**src/rtl/bcd_conv_arbiter_if.sv**
```systemverilog
// Handshake bundle between two binary requesters, the shared BCD converter and its consumer.
interface bcd_conv_arbiter_if #(
    parameter int W          = 14,
    parameter int NUM_DIGITS = 4
);
    logic                    req0_valid;
    logic [W-1:0]            req0_bin;
    logic                    req0_ready;
    logic                    req1_valid;
    logic [W-1:0]            req1_bin;
    logic                    req1_ready;
    logic                    out_valid;
    logic                    out_ready;
    logic [4*NUM_DIGITS-1:0] out_bcd;
    logic                    out_id;
    logic                    out_ovf;

    modport master (
        output req0_valid, req0_bin, req1_valid, req1_bin, out_ready,
        input  req0_ready, req1_ready, out_valid, out_bcd, out_id, out_ovf
    );

    modport slave (
        input  req0_valid, req0_bin, req1_valid, req1_bin, out_ready,
        output req0_ready, req1_ready, out_valid, out_bcd, out_id, out_ovf
    );
endinterface

```
**src/rtl/bcd_conv_arbiter.sv**
```systemverilog
// Round-robin shared binary-to-packed-BCD converter, one divide-by-10 per cycle per digit.
// Optional macro BCD_CONV_SATURATE_EN: overflowed results are forced to all nines.
module bcd_conv_arbiter #(
    parameter int W          = 14,
    parameter int NUM_DIGITS = 4
) (
    input  logic                clk,
    input  logic                rst_n,
    bcd_conv_arbiter_if.slave   bus
);
    localparam int              BW   = 4 * NUM_DIGITS;
    localparam int              CW   = (NUM_DIGITS > 1) ? $clog2(NUM_DIGITS) : 1;
    localparam logic [CW-1:0]   LAST = CW'(NUM_DIGITS - 1);
    localparam logic [W-1:0]    TEN  = W'(10);

    typedef enum logic [1:0] {IDLE, CONV, DONE} state_t;

    state_t          state_q, state_d;
    logic            last_grant_q, last_grant_d;
    logic [W-1:0]    q_q, q_d;
    logic [BW-1:0]   sr_q, sr_d;
    logic [CW-1:0]   cnt_q, cnt_d;
    logic            out_valid_q, out_valid_d;
    logic [BW-1:0]   out_bcd_q, out_bcd_d;
    logic            out_id_q, out_id_d;
    logic            out_ovf_q, out_ovf_d;

    logic [W-1:0]    quot;
    logic [W-1:0]    rem;
    logic            grant1;
    logic            any_req;

`ifdef BCD_CONV_SATURATE_EN
    function automatic logic [BW-1:0] saturate(input logic [BW-1:0] bcd, input logic ovf);
        return ovf ? {NUM_DIGITS{4'h9}} : bcd;
    endfunction
`endif

    // Ties go to the requester that was not served last.
    assign grant1  = bus.req1_valid && (!bus.req0_valid || !last_grant_q);
    assign any_req = bus.req0_valid || bus.req1_valid;
    assign quot    = q_q / TEN;
    assign rem     = q_q % TEN;

    assign bus.req0_ready = (state_q == IDLE) && bus.req0_valid && !grant1;
    assign bus.req1_ready = (state_q == IDLE) && grant1;
    assign bus.out_valid  = out_valid_q;
    assign bus.out_bcd    = out_bcd_q;
    assign bus.out_id     = out_id_q;
    assign bus.out_ovf    = out_ovf_q;

    always_comb begin
        state_d      = state_q;
        last_grant_d = last_grant_q;
        q_d          = q_q;
        sr_d         = sr_q;
        cnt_d        = cnt_q;
        out_valid_d  = out_valid_q;
        out_bcd_d    = out_bcd_q;
        out_id_d     = out_id_q;
        out_ovf_d    = out_ovf_q;
        case (state_q)
            IDLE: begin
                if (any_req) begin
                    q_d          = grant1 ? bus.req1_bin : bus.req0_bin;
                    out_id_d     = grant1;
                    last_grant_d = grant1;
                    cnt_d        = '0;
                    state_d      = CONV;
                end
            end
            CONV: begin
                // Digits enter at the top so the units digit ends up in the LSBs.
                q_d   = quot;
                sr_d  = {rem[3:0], sr_q[BW-1:4]};
                cnt_d = cnt_q + CW'(1);
                if (cnt_q == LAST) begin
                    state_d     = DONE;
                    out_valid_d = 1'b1;
                    out_ovf_d   = (quot != '0);
`ifdef BCD_CONV_SATURATE_EN
                    out_bcd_d   = saturate(sr_d, quot != '0);
`else
                    out_bcd_d   = sr_d;
`endif
                end
            end
            DONE: begin
                if (bus.out_ready) begin
                    state_d     = IDLE;
                    out_valid_d = 1'b0;
                end
            end
            default: state_d = IDLE;
        endcase
    end

    always_ff @(posedge clk or negedge rst_n) begin
        if (!rst_n) begin
            state_q      <= IDLE;
            last_grant_q <= 1'b1;
            q_q          <= '0;
            sr_q         <= '0;
            cnt_q        <= '0;
            out_valid_q  <= 1'b0;
            out_bcd_q    <= '0;
            out_id_q     <= 1'b0;
            out_ovf_q    <= 1'b0;
        end else begin
            state_q      <= state_d;
            last_grant_q <= last_grant_d;
            q_q          <= q_d;
            sr_q         <= sr_d;
            cnt_q        <= cnt_d;
            out_valid_q  <= out_valid_d;
            out_bcd_q    <= out_bcd_d;
            out_id_q     <= out_id_d;
            out_ovf_q    <= out_ovf_d;
        end
    end
endmodule

```
**src/flat_wrapper.sv**
```systemverilog
// flat-port wrapper written by rule: the top's interface ports become plain ports
module bcd_conv_arbiter_flat 
#(
    parameter int W          = 14,
    parameter int NUM_DIGITS = 4
)
  (clk, rst_n, bus_req0_valid, bus_req0_bin, bus_req1_valid, bus_req1_bin, bus_out_ready, bus_req0_ready, bus_req1_ready, bus_out_valid, bus_out_bcd, bus_out_id, bus_out_ovf);
  bcd_conv_arbiter_if #(.W(W), .NUM_DIGITS(NUM_DIGITS)) bus_i ();
  input  logic clk;
  input  logic rst_n;
  input wire logic [$bits(bus_i.req0_valid)-1:0] bus_req0_valid;
  input wire logic [$bits(bus_i.req0_bin)-1:0] bus_req0_bin;
  input wire logic [$bits(bus_i.req1_valid)-1:0] bus_req1_valid;
  input wire logic [$bits(bus_i.req1_bin)-1:0] bus_req1_bin;
  input wire logic [$bits(bus_i.out_ready)-1:0] bus_out_ready;
  output wire logic [$bits(bus_i.req0_ready)-1:0] bus_req0_ready;
  output wire logic [$bits(bus_i.req1_ready)-1:0] bus_req1_ready;
  output wire logic [$bits(bus_i.out_valid)-1:0] bus_out_valid;
  output wire logic [$bits(bus_i.out_bcd)-1:0] bus_out_bcd;
  output wire logic [$bits(bus_i.out_id)-1:0] bus_out_id;
  output wire logic [$bits(bus_i.out_ovf)-1:0] bus_out_ovf;
  assign bus_i.req0_valid = bus_req0_valid;
  assign bus_i.req0_bin = bus_req0_bin;
  assign bus_i.req1_valid = bus_req1_valid;
  assign bus_i.req1_bin = bus_req1_bin;
  assign bus_i.out_ready = bus_out_ready;
  assign bus_req0_ready = bus_i.req0_ready;
  assign bus_req1_ready = bus_i.req1_ready;
  assign bus_out_valid = bus_i.out_valid;
  assign bus_out_bcd = bus_i.out_bcd;
  assign bus_out_id = bus_i.out_id;
  assign bus_out_ovf = bus_i.out_ovf;
  bcd_conv_arbiter #(.W(W), .NUM_DIGITS(NUM_DIGITS)) u_core (.clk(clk), .rst_n(rst_n), .bus(bus_i));
endmodule
```
**config.mk**
```make
export PLATFORM = sky130hd
export DESIGN_NAME = bcd_conv_arbiter_flat
export DESIGN_NICKNAME = d
export VERILOG_FILES = /design/src/rtl/bcd_conv_arbiter_if.sv /design/src/rtl/bcd_conv_arbiter.sv /design/src/flat_wrapper.sv
export SDC_FILE = /design/constraint.sdc
export NUM_CORES = 1
export LEC_CHECK = 0
export CAP_MARGIN = 20
export CORE_AREA = 2 2 124 126
export CTS_CLUSTER_DIAMETER = 120
export DETAILED_ROUTE_END_ITERATION = 8
export DIE_AREA = 0 0 126 128
export PLACE_DENSITY = 0.53
export SLEW_MARGIN = 5
export SYNTH_ARGS = -nofsm -noshare
export SYNTH_HDL_FRONTEND = slang
export SYNTH_SLANG_ARGS = --single-unit
```
**constraint.sdc**
```tcl
create_clock -name clk -period 5.04 [get_ports clk]
set_input_delay 0.504 -clock clk [delete_from_list [all_inputs] [get_ports clk]]
set_output_delay 0.504 -clock clk [all_outputs]
set_load 0.03 [all_outputs]
```
# Word-level counts from Yosys, hierarchy flattened
# Index checks and enable logic that the tools add are counted.
classes:
  div_mod_pow: 2
  reduce_logical: 18
  n_eq_ne: 6
  add_sub_neg: 1
  n_mux: 12
ops:
  columns: ["operator", "n"]
  rows:
  - ["14-bit two-way mux", 2]
  - ["14-bit one-hot mux with 2 select lines", 1]
  - ["14-bit by 4-bit divider with 14-bit output (second input constant)", 1]
  - ["14-bit by 4-bit remainder unit with 14-bit output (second input constant)", 1]
  - ["14-bit nonzero test", 1]
  - ["2-bit two-way mux", 4]
  - ["2-bit one-hot mux with 3 select lines", 1]
  - ["2-bit AND reduction", 3]
  - ["3-bit AND reduction", 2]
  - ["2-bit == test (second input constant)", 2]
  - ["1-bit logical AND", 4]
  - ["2-bit by 1-bit != test with 1-bit output (second input constant)", 2]
  - ["2-bit one-hot mux with 2 select lines", 1]
  - ["2-bit nonzero test", 2]
  - ["1-bit logical NOT", 3]
  - ["2-bit by 1-bit adder with 2-bit output (second input constant)", 1]
  - ["2-bit by 1-bit == test with 1-bit output (second input constant)", 1]
  - ["2-bit logical NOT", 1]
  - ["1-bit logical OR", 2]
  - ["1-bit two-way mux", 2]
  - ["2-bit != test (second input constant)", 1]
  - ["1-bit one-hot mux with 2 select lines", 1]
totals:
  word_cells: 48
  input_bits: 33
  ff_bits: 54
  output_inout_bits: 21

# Logic depth before layout (Yosys ltp)
logic_depth:
  depth_word: 6
  depth_mapped: 21
  depth_no_buf: 16

# Worst setup path before layout
# No wires, ideal clock.
synth_path:
  path_kind: "register to register"
  start: "reg u_core.q_q[13]"
  end: "reg u_core.out_bcd_q[15], in the netlist u_core.bus.out_bcd[15]"
  t_arrival_ns: 3.938
  path_stages_with_launch: 19
  required_time_ns: 4.906
  setup_time_ns: 0.134
  synth_period_minus_slack_ns: 4.071
  path_buffers: 2
  path_slack_ns: 0.969
  path_cell_list: "dfrtp_1 > buf_6 > or3b_1 > a32oi_1 > o221ai_1 > and3_1 > or4b_1 > a22o_1 > buf_6 > nor4_1 > a31o_2 > a211oi_2 > maj3_1 > o211a_1 > xnor2_1 > ha_1 > a31oi_1 > xor2_1 > o21ai_1"
synth_via:
  elab_chain_cells: 1
synth_rtl:
  columns: ["element", "line", "source"]
  rows:
  - ["start: declaration", "bcd_conv_arbiter.sv:20", "logic [W-1:0] q_q, q_d;"]
  - ["start signal: assignment", "bcd_conv_arbiter.sv:112", "q_q <= q_d;"]
  - ["14-bit by 4-bit remainder unit with 14-bit output", "bcd_conv_arbiter.sv:43", "assign rem = q_q % TEN;"]
  - ["end signal: assignment", "bcd_conv_arbiter.sv:116", "out_bcd_q <= out_bcd_d;"]
  - ["end: declaration", "bcd_conv_arbiter.sv:24", "logic [BW-1:0] out_bcd_q, out_bcd_d;"]
# Every way passes these cells.
# A chain may end at the register's enable or synchronous reset.

# Final worst setup path
layout_path:
  start: "reg u_core.q_q[13]"
  end: "reg u_core.sr_q[15]"
layout_via:
  elab_chain_cells: 1
layout_rtl:
  columns: ["element", "line", "source"]
  rows:
  - ["14-bit by 4-bit remainder unit with 14-bit output", "bcd_conv_arbiter.sv:43", null]
  - ["end signal: assignment", "bcd_conv_arbiter.sv:113", "sr_q <= sr_d;"]
  - ["end: declaration", "bcd_conv_arbiter.sv:21", "logic [BW-1:0] sr_q, sr_d;"]
# Every way passes these cells.

==> impl_metrics.json <==
{
  "period_needed_ns": 4.72,
  "startpoint_type": "flop",
  "worstSetupPathType": "flop to flop",
  "synthTopCellsByArea": "dfrtp_1 (32%), nand2_1 (6.1%), o21ai_0 (5.3%), mux2_2 (4.4%), mux2i_1 (3.4%)",
  "num_vias": 3576,
  "syn-num-nets": 477,
  "cts.path.max_buffers": 2,
  "dp_cells": 662,
  "stdcell_count": 670,
  "antenna_cells": 0,
  "path_buf_inv": 1,
  "seq_area_frac_synth_pct": 32.9,
  "clock_sinks": 50,
  "dp_slack_ns": 0.143,
  "tritoncts": "yes",
  "rows": 45,
  "clk_latency_ns": 0.29,
  "fp.coreArea_mm2": 0.0149,
  "n_fill_cell": 1612,
  "hpwl_um": 7510,
  "syn_to_final_growth_pct": 22.9,
  "synth_top_area_share_pct": 32.2,
  "setup_ws_ns": 0.320,
  "drt_first_pass_iters": 5,
  "cpLargestDelayFamily": "compound AO/OA/AOI/OAI gates",
  "crit_chain": "buf_4, or3b_1, a32oi_1, o221ai_1, and3_1, or4b_1, a22o_2, nor4_1, a31o_2, a211oi_2, maj3_1, o211a_1, xnor2_1, ha_1, a31oi_1, xor2_1, o21ai_1",
  "end_kind": "flop",
  "drc": 0,
  "start_util_pct": 25.6,
  "nets": 516,
  "setup_viol": 0,
  "yosys.area.top_type": "dfrtp_1",
  "critPathRequiredTime_ns": 5.18,
  "hp-class": "primary input to async pin",
  "crit_path_max_incr_delay_ns": 0.50,
  "synth.avg_cell_area_um2": 8.60,
  "yosys_register_bits": 50,
  "ys_warn_count": 0,
  "slew_viol_final": 0,
  "place_area_mm2": 0.00450,
  "gp_routability_congestion": 0.906,
  "die_h_um": 128,
  "overflow": 0,
  "wire_per_inst_um": 15.5,
  "maxCapViolCount": 0,
  "grt_util_all_layers_pct": 13.0,
  "stdcell_area_mm2": 0.00467,
  "cts_hold_buf": 0,
  "drt_first_iter_violations": 197,
  "finClkSkew_ns": 0.00739,
  "slew-limit-headroom_pct": 31.5,
  "outcome": "completed",
  "grt_pass1_vias": 3394,
  "antenna_found_initial": 0,
  "tightest_slew_ns": 1.03,
  "numCtsBuffers": 5,
  "cts_max_level": 2,
  "die_w_um": 126,
  "synth_area_mm2": 0.00380,
  "ys.flop_type": "dfrtp_1",
  "syn_inst": 442,
  "rsz0062_at_grt": "no",
  "io_pins": 54,
  "grt_pass1_wl_um": 17400,
  "io_buffers": 53,
  "async_flop_share_pct": 100,
  "die_area_mm2": 0.0161,
  "period_share_pct": 93.7,
  "ant_nets": 0,
  "finalHoldViolations": 0,
  "cp_slowest_cell": "dfrtp_1",
  "synth_cell_types": 83,
  "cp.arrival_ns": 4.86,
  "clockRootBuffer": "clkbuf_16",
  "wl_um": 10400,
  "grt_max_degree": 51,
  "viasPerCell": 5.34,
  "crit_fanout": 20,
  "timing.fmax_mhz": 212,
  "finalSetupTns_ns": 0,
  "drive_above_1_share_pct": 14.5,
  "path_clk_slew_ns": 0.07,
  "synth_edf_count": 0
}
## layout make-up
| class | count | area, µm² | area share [%] |
|---|---|---|---|
| Sequential cell | 50 | 1260 | 26.9 |
| Multi-Input combinational cell | 339 | 2310 | 49.4 |
| Tap cell | 188 | 235 | 5.03 |
| Timing Repair Buffer | 72 | 668 | 14.3 |
| Clock buffer | 5 | 125 | 2.68 |
| Clock inverter | 3 | 28.8 | 0.616 |
| Inverter | 13 | 48.8 | 1.04 |
## through the flow
stage	hold slack [ns]	utilization, %
2_1_floorplan	0.208	-
3_3_place_gp	0.461	30.3
3_5_place_dp	0.469	30.3
4_1_cts	0.346	31.3
5_1_grt	0.374	31.4
6_report	0.319	31.4
## worst register-to-register path, stage by stage (launching register included)
cell	delay, ns
dfrtp_1	0.50
buf_4	0.22
or3b_1	0.39
a32oi_1	0.23
o221ai_1	0.19
and3_1	0.22
or4b_1	0.50
a22o_2	0.38
nor4_1	0.28
a31o_2	0.16
a211oi_2	0.05
maj3_1	0.36
o211a_1	0.25
xnor2_1	0.16
ha_1	0.19
a31oi_1	0.16
xor2_1	0.22
o21ai_1	0.08
## kinds of logic after synthesis
kind of cell	Yosys count	share of synthesized area, %
flops	50	32.9
xor+xnor	12	2.76
simple gates	152	21.1
fa+ha+maj	4	1.22
buf+inv	53	6.68
compound gates	142	27.0
mux	29	8.26
## metal layers
metal	track usage, %	routed length (µm)	up-vias
met4	3.81	134	0
met5	0	0	-
met2	21.0	4780	97
li1	-	-	1708
met1	18.4	4990	1761
met3	1.63	474	10
## synth_stat cells (4+ instances only)
cell      instances
a211oi_1          6
a21o_1            7
a21oi_1          20
a32oi_1           5
buf_2            11
buf_6             4
clkbuf_1         20
dfrtp_1          49
inv_1            12
mux2_2           15
mux2i_1          13
nand2_1          62
nand2b_1          5
nand3_1           9
nand3b_1          5
nor2_1           20
nor2b_1           8
nor3_1            6
o21ai_0          40
o21ai_1           4
o221ai_1          4
o22ai_1           4
or3b_1            5
xnor2_1          10
## timing repair
action / CTS / global route
gates resized for setup: 0 / 6
setup buffers: 0 / 0
setup endpoints to repair: 0 / 8
## path summary, 6_finish.rpt
kind,from,end,slack [ns],depth (start not counted)
setup / recovery,u_core.q_q[13]$_DFFE_PN0P_,u_core.sr_q[15]$_DFFE_PN0P_,0.32,17
max in group asynchronous,rst_n,u_core.q_q[10]$_DFFE_PN0P_,4.25,2
hold reg to reg,u_core.sr_q[4]$_DFFE_PN0P_,u_core.sr_q[4]$_DFFE_PN0P_,0.48,2
hold / removal,rst_n,u_core.bus.out_bcd[1]$_DFFE_PN0P_,0.32,2
min in group clk,u_core.sr_q[4]$_DFFE_PN0P_,u_core.sr_q[4]$_DFFE_PN0P_,0.48,2
setup reg to reg,u_core.q_q[13]$_DFFE_PN0P_,u_core.sr_q[15]$_DFFE_PN0P_,0.32,17
## registers in the layout, indices dropped and copies added (netlist names)
register,cells
u_core.bus.out_ovf,1
u_core.bus.out_id,1
u_core.sr_q,12
u_core.bus.out_valid,1
u_core.bus.out_bcd,16
u_core.cnt_q,2
u_core.state_q,2
u_core.last_grant_q,1
u_core.q_q,14
## layout by cell type (no fill, tap or decap), types with 3 or more instances in the layout
master           instances
a211oi_1                 6
a21o_1                   7
a21oi_1                 20
a221o_1                  3
a31oi_1                  3
a32oi_1                  5
and2_1                   3
buf_4                   19
clkbuf_16                5
clkdlybuf4s50_1         52
dfrtp_1                 46
dfrtp_2                  3
inv_1                   12
mux2_2                  15
mux2i_1                 13
nand2_1                 62
nand2b_1                 5
nand3_1                  9
nand3b_1                 5
nand4_1                  3
nor2_1                  20
nor2b_1                  8
nor3_1                   6
nor4_1                   3
nor4b_1                  3
o2111ai_1                3
o211a_1                  3
o21ai_0                 40
o21ai_1                  4
o221ai_1                 4
o22ai_1                  4
or2_1                    3
or3b_1                   5
or4b_1                   3
xnor2_1                  9
Power is left out: the tool's default activity adds up to more than one toggle a clock period on the data nets, which glitch-free logic cannot reach.
